===== config.mk =====
export PLATFORM = sky130hd
export DESIGN_NAME = vga_timing_ctrl
export DESIGN_NICKNAME = d
export VERILOG_FILES = /design/src/rtl/vga_timing_ctrl.sv
export SDC_FILE = /design/constraint.sdc
export NUM_CORES = 1
export LEC_CHECK = 0
export ABC_AREA = 1
export BUFFER_PORTS_ARGS = -buffer_cell sky130_fd_sc_hd__buf_2
export CAP_MARGIN = 5
export CORE_ASPECT_RATIO = 1.2
export CORE_MARGIN = 1
export CORE_UTILIZATION = 41
export CTS_BUF_LIST = sky130_fd_sc_hd__clkbuf_16
export CTS_CLUSTER_DIAMETER = 100
export DETAILED_ROUTE_END_ITERATION = 12
export PLACE_DENSITY = 0.68
export SLEW_MARGIN = 10
export SYNTH_ARGS = -nofsm -noshare
export SYNTH_HDL_FRONTEND = slang
export SYNTH_SLANG_ARGS = --single-unit

===== constraint.sdc =====
create_clock -name clk -period 4.3 [get_ports clk]
set_input_delay 0.43 -clock clk [delete_from_list [all_inputs] [get_ports clk]]
set_output_delay 0.43 -clock clk [all_outputs]
set_load 0.03 [all_outputs]

===== src/rtl/vga_timing_ctrl.sv =====
// vga_timing_ctrl: VGA raster timing generator with registered syncs, position and frame counter
// Ports: clk pixel clock; rst_n async active-low reset; ena advance enable;
//        restart force return to (0,0); hsync/vsync sync pulses at SYNC_POL;
//        display_on visible pixel; hpos/vpos raster position; line_start at hpos=0;
//        frame_start at (0,0); frame_cnt frames entered, mod 256.
module vga_timing_ctrl #(
  parameter int   H_ACTIVE = 640,
  parameter int   H_FRONT  = 16,
  parameter int   H_SYNC   = 96,
  parameter int   H_BACK   = 48,
  parameter int   V_ACTIVE = 480,
  parameter int   V_FRONT  = 10,
  parameter int   V_SYNC   = 2,
  parameter int   V_BACK   = 33,
  parameter logic SYNC_POL = 1'b0
) (
  input  logic       clk,
  input  logic       rst_n,
  input  logic       ena,
  input  logic       restart,
  output logic       hsync,
  output logic       vsync,
  output logic       display_on,
  output logic [9:0] hpos,
  output logic [9:0] vpos,
  output logic       line_start,
  output logic       frame_start,
  output logic [7:0] frame_cnt
);
  typedef enum logic [1:0] {ACTIVE, FRONT, SYNC, BACK} phase_t;
  localparam int H_TOTAL = H_ACTIVE + H_FRONT + H_SYNC + H_BACK;
  localparam int V_TOTAL = V_ACTIVE + V_FRONT + V_SYNC + V_BACK;
  localparam logic [9:0] H_LAST  = 10'(H_TOTAL - 1);
  localparam logic [9:0] V_LAST  = 10'(V_TOTAL - 1);
  localparam logic [9:0] H_A_END = 10'(H_ACTIVE - 1);
  localparam logic [9:0] H_F_END = 10'(H_ACTIVE + H_FRONT - 1);
  localparam logic [9:0] H_S_END = 10'(H_ACTIVE + H_FRONT + H_SYNC - 1);
  localparam logic [9:0] V_A_END = 10'(V_ACTIVE - 1);
  localparam logic [9:0] V_F_END = 10'(V_ACTIVE + V_FRONT - 1);
  localparam logic [9:0] V_S_END = 10'(V_ACTIVE + V_FRONT + V_SYNC - 1);
  phase_t     h_st, v_st, h_st_n, v_st_n;
  logic [9:0] hpos_n, vpos_n;
  logic       h_wrap, v_wrap;
  // Next position and phase are computed first so every output register
  // decodes the same value the counters are about to hold (zero skew).
  always_comb begin
    h_wrap = hpos == H_LAST;
    v_wrap = vpos == V_LAST;
    hpos_n = (restart || h_wrap) ? '0 : hpos + 10'd1;
    vpos_n = (restart || (h_wrap && v_wrap)) ? '0 : h_wrap ? vpos + 10'd1 : vpos;
    h_st_n = (restart || h_wrap) ? ACTIVE :
             hpos == H_A_END ? FRONT :
             hpos == H_F_END ? SYNC :
             hpos == H_S_END ? BACK : h_st;
    v_st_n = restart ? ACTIVE :
             !h_wrap ? v_st :
             v_wrap ? ACTIVE :
             vpos == V_A_END ? FRONT :
             vpos == V_F_END ? SYNC :
             vpos == V_S_END ? BACK : v_st;
  end
  always_ff @(posedge clk or negedge rst_n) begin
    if (!rst_n) begin
      hpos        <= H_LAST;
      vpos        <= V_LAST;
      h_st        <= BACK;
      v_st        <= BACK;
      hsync       <= ~SYNC_POL;
      vsync       <= ~SYNC_POL;
      display_on  <= 1'b0;
      line_start  <= 1'b0;
      frame_start <= 1'b0;
      frame_cnt   <= '0;
    end else if (ena) begin
      hpos        <= hpos_n;
      vpos        <= vpos_n;
      h_st        <= h_st_n;
      v_st        <= v_st_n;
      hsync       <= (h_st_n == SYNC) ? SYNC_POL : ~SYNC_POL;
      vsync       <= (v_st_n == SYNC) ? SYNC_POL : ~SYNC_POL;
      display_on  <= (h_st_n == ACTIVE) && (v_st_n == ACTIVE);
      line_start  <= hpos_n == '0;
      frame_start <= (hpos_n == '0) && (vpos_n == '0);
      // Restart at (0,0) and restart on the wrap edge both count as one entry.
      if (hpos_n == '0 && vpos_n == '0) frame_cnt <= frame_cnt + 8'd1;
    end
  end
endmodule


Yosys cells after proc, flatten, opt, wreduce, memory -nomap -nowiden --
Cells that the tools add are included.
Word-level totals: bits in registers 37, input port bits 4, output and inout bits 33, logic and storage cells 48
Cells by class: $add $sub $neg 3, equality and inequality tests 10, multiplexer cells 15, reductions and logical operators 10
Operators by type and width (number):
- $eq 10x10->1 const B | 5
- $eq 10x9->1 const B | 3
- $mux 10 | 3
- $add 10x1->10 const B | 2
- $logic_not 10->1 | 2
- $mux 2 | 10
- $add 8x1->8 const B | 1
- $eq 2x2->1 const B | 2
- $logic_not 2->1 | 2
- $logic_and 1x1->1 | 3
- $logic_or 1x1->1 | 2
- $mux 1 | 2
- $reduce_and 2->1 | 1

Logic depth before layout (Yosys ltp) --
word-level depth 9, depth in mapped cells 16, depth with buffers taken out 15

Worst setup path before layout --
Ideal clock, no wire load.
path type register to register, from reg hpos[0], to reg frame_cnt[2], setup time 119 ps, data arrival time 2150 ps, required time 4181 ps, path slack 2032 ps, cell stages (with the launch flop) 16, buffers on the path 1, clock period less this slack 2268 ps, cells stage by stage dfstp_2 ha_1 nand3_4 clkinv_2 nand3_4 nand2_4 nand2_4 buf_6 nand2_1 inv_1 nor2_2 nand2_2 nor2_8 nand2_4 nand2_1 nand2_1
Between the ends: cells in the longest elaborated chain, start to end 7, elaborated cells between the ends (all ways) 12, classes of those cells add/sub (1); eq/ne (1); mux (3); reduce/logical (7)
RTL lines:
- from (decl) | RTL line 24 | output logic [9:0] hpos,
- from (signal assigned) | RTL line 75 | hpos <= hpos_n;
- branches (longest 5 deep; another with $add 10x1->10)
- $logic_and 1x1->1 (*) | RTL line 85 | if (hpos_n == '0 && vpos_n == '0) frame_cnt <= frame_cnt + 8'd1;
- $reduce_and 2->1 (no line) (*)
- to (signal assigned) | RTL line 85
- to (decl) | RTL line 28 | output logic [7:0] frame_cnt
Mark *: on every way between the ends. A chain may end at the register's enable or synchronous reset.

Final worst setup path --
from reg hpos[0], to reg frame_cnt[7]
Same word-level chain as after synthesis.

==> metrics.log <==
[metrics] run status: complete, no violations
[metrics] I/O Pins: 37
[metrics] DR WL met2: 2740 microns
[metrics] total routing resource utilization after global routing: 19.6%
[metrics] routability cong.: 0.900
[metrics] CTS tree: yes
[metrics] DRT Pass-1 Iters: 5
[metrics] count of flip-flops with a built-in enable after synthesis: 0
[metrics] clock latency at the later pin of the worst-skew pair: 280 ps
[metrics] net count reported at finish: 391
[metrics] crit path capture type: flop
[metrics] wire length the detailed router placed on met1: 2730 microns
[metrics] total wire length after detailed routing: 5820 microns
[metrics] antenna diode count: 0
[metrics] effective utilization at floorplan: 43.4%
[metrics] number of pins with negative max-slew slack in the final report: 0
[metrics] total of max-cap violations: 0
[metrics] setup total negative slack: 0 ps
[metrics] worst setup slack for register-to-register paths: 1770 ps
[metrics] number of nets in the synthesized netlist: 359
[metrics] most frequent cell on the critical path: nand2_1
[metrics] top cells by area in the synthesized netlist: dfrtp_1, dfstp_2, nand2_1
[metrics] worst min path class: input pin to asynchronous set/reset pin
[metrics] cell accounting for the most synthesized area: dfrtp_1
[metrics] final setup skew: 7.44 ps
[metrics] chip width: 73.4 microns
[metrics] Post-CTS Hold Buffers: 0
[metrics] Detail Placement HPWL: 4270 microns
[metrics] die height: 87.7 microns
[metrics] num rows: 30
[metrics] cell with the largest stage delay on the worst path: dfstp_2
[metrics] DIE AREA: 6440 sq um
[metrics] count of final setup violators: 0
[metrics] asr flop ratio synth: 100%
[metrics] clk sinks: 37
[metrics] total overflow reported by the global router: 0
[metrics] largest buffer count on any clock path: 2
[metrics] initial antenna violation count: 0
[metrics] Yosys Warn Count: 0
[metrics] post-synthesis cell area: 2510 sq um
[metrics] worst reg2reg path startpoint: hpos[0]
[metrics] Critical R2R Capture: frame_cnt[7]
[metrics] number of instances resized during post-cts repair: 0
[metrics] Critical path destination: frame_cnt[7]
[metrics] Core Util, Final: 49.5%
[metrics] root buffer selected by CTS: clkbuf_16
[metrics] worst-margin pin slew: 823 ps
[metrics] max layer used: met4
[metrics] number of hold-slack violations in the final timing report: 0
[metrics] clock slew at the register clock pins of the worst setup and hold paths: 60 ps
[metrics] highest clock rate: 395 MHz
[metrics] first-pass GRT wire length: 9780 microns
[metrics] critical path fanouts, max: 12
[metrics] data arrival time of the critical path: 2700 ps
[metrics] adder-cell share of the synthesized area: 2.49%
[metrics] Met3 Routed Length: 262 microns
[metrics] launch point of the worst path: hpos[0]
[metrics] Critical Path Start Type: flop
[metrics] Synth Area in Simple Gates: 39.1%
[metrics] buffers inserted by post-CTS timing repair: 0
[metrics] # H-tree levels: 2
[metrics] synthesis-stage register bit count: 37
[metrics] worst-case vdd ir drop: 0.312 mV
[metrics] largest family of logic cells by synthesized area: simple AND/OR/NAND/NOR gates
[metrics] Layout fillers: 589
[metrics] post-layout min period: 2530 ps
[metrics] pin count of the biggest net entering global routing: 38
[metrics] multiplexer fraction of the synthesized cell area: 0%
[metrics] vias in the first global route: 2,107
[metrics] unique cell type count in the Yosys netlist: 33
[metrics] Inserted Clock Buffers: 5
[metrics] required time at the worst-slack endpoint: 4470 ps
[metrics] via total after detailed routing: 2,312
[metrics] Avg Cell Area, Syn: 7.17 sq um
[metrics] crit-path cells: ha_1 > nand3_4 > nor2_4 > nor2_2 > nand2_1 > nand3_1 > nor2_1 > nand3_1 > nor2_4 > nand2_4 > nand2_1 > nand2_1
[metrics] Mapped Cells: 350
[metrics] P_leak: 0.00136 uW
[metrics] top cell type's share of synthesized area: 20.9%
[metrics] commonest register cell after synthesis: dfrtp_1
[metrics] post-route ant nets: 0
[metrics] area of all placed cells without fillers: 2860 sq um
[metrics] largest stage delay on the critical path: 610 ps
[metrics] power per cell area: 332 nW/um^2
[metrics] unrepaired setup endpoints after global routing: false
[metrics] cells on worst reg2reg path: 12
[metrics] instance area at placement: 2720 sq um
[metrics] Slew headroom: 45.1%
[metrics] drt wl/cell: 12.6 microns
[metrics] fraction of layout cells with a size suffix above 1: 21.1%
[metrics] crit share post-route: 58.8%
[metrics] CORE AREA: 5780 sq um
[metrics] fraction of the yosys area taken by sequential cells: 37.7%
[metrics] # port buffers: 36
[metrics] signed area change from the synthesized netlist to the final layout: 14.1%
[metrics] initial drt markers: 148
[metrics] average via count per standard cell: 4.99
[metrics] Setup Crit Path Kind: flop to flop
[metrics] synthesized-area fraction occupied by ao, oa, aoi and oai cells: 9.47%
[metrics] DR DRC count: 0
[metrics] Post-Synth XOR/XNOR Area: 3.14%
-- critical path, delay by kind of cell (launching register included) --
family                   cells  cell delay, ps
adder cells (fa/ha/maj)      1             250
AND/OR/NAND/NOR             11            1570
flip-flops                   1             610
-- power breakdown --
group	internal (uW)	switching, uW	leakage [uW]
clock	211	143	0.0000748
sequential	381	34.2	0.000448
combinational	54.4	126	0.000834
total	646	304	0.00136
-- metal layers --
| layer | track usage, % | up-vias |
|---|---|---|
| li1 | - | 1193 |
| met1 | 26.2 | 1051 |
| met2 | 32.3 | 61 |
| met3 | 3.68 | 7 |
| met4 | 5.94 | 0 |
| met5 | 0 | - |
-- synthesized netlist by cell type, types with 4 or more instances --
library cell  count
a21oi_1           7
clkbuf_1          6
dfrtp_1          21
dfstp_2          16
ha_1              5
inv_1            33
nand2_1         106
nand3_1          37
nand4_1          10
nor2_1           32
nor3_1            4
o21ai_0          27
o21ai_1           4
xor2_1            6
-- metrics by stage --
stage	setup slack (ps)	hold WS (ps)	total power [uW]	cells
finish	1770	250	950	463
global route	1560	333	995	463
CTS	1790	288	960	463
detailed placement	1790	463	602	455
global placement	1830	472	601	455
floorplan	2030	134	548	350
-- cells by family after synthesis --
logic type / count (synthesis)
simple gates: 208
buf+inv: 47
compound gates: 44
flops: 37
xor+xnor: 9
fa+ha+maj: 5
-- worst min path at each step --
stage / to / slack [ps]
final: display_on / 250
after global routing: vpos[8] / 330
after CTS: vpos[8] / 290
after detailed placement: display_on / 460
after global placement: display_on / 470
after floorplan: display_on / 130
-- area by class of cell --
cell class                 count  area (sq um)  share of cell area (%)
multi-input combinational    266          1360                    47.6
clock inverter                 3          13.8                   0.481
inverter                      36           136                    4.76
tap                           80           100                    3.50
clock buffer                   5           125                    4.37
timing repair buffer          36           180                    6.29
sequential                    37           946                    33.0
-- placed cells by master (no fill, tap or decap) --
| cell | n |
|---|---|
| inv_2 | 2 |
| nand2_2 | 3 |
| nand3_4 | 2 |
| xor2_1 | 6 |
| nor3_2 | 2 |
| o21bai_1 | 2 |
| nor2_2 | 3 |
| a21oi_2 | 1 |
| dfrtp_1 | 21 |
| nand2_4 | 3 |
| clkinv_2 | 3 |
| nand3_2 | 1 |
| buf_2 | 36 |
| o22a_1 | 1 |
| nor2_4 | 3 |
| nand4_1 | 10 |
| nor2_8 | 1 |
| xnor2_1 | 3 |
| clkbuf_16 | 5 |
| dfstp_2 | 16 |
| o21ai_1 | 4 |
| nand2_1 | 106 |
| o21ai_0 | 27 |
| ha_1 | 5 |
| inv_1 | 34 |
| and2_1 | 1 |
| a21oi_1 | 7 |
| nor2_1 | 32 |
| nor3_1 | 4 |
| nand3_1 | 37 |
| o31ai_1 | 1 |
| a22oi_1 | 1 |
-- flip-flops by register name, summed over array words and instances (netlist names) --
| register | cells |
|---|---|
| v_st | 2 |
| display_on | 1 |
| h_st | 2 |
| frame_cnt | 8 |
| line_start | 1 |
| vpos | 10 |
| frame_start | 1 |
| hsync | 1 |
| hpos | 10 |
| vsync | 1 |
Note: power is estimated with default switching activity, not from simulation.
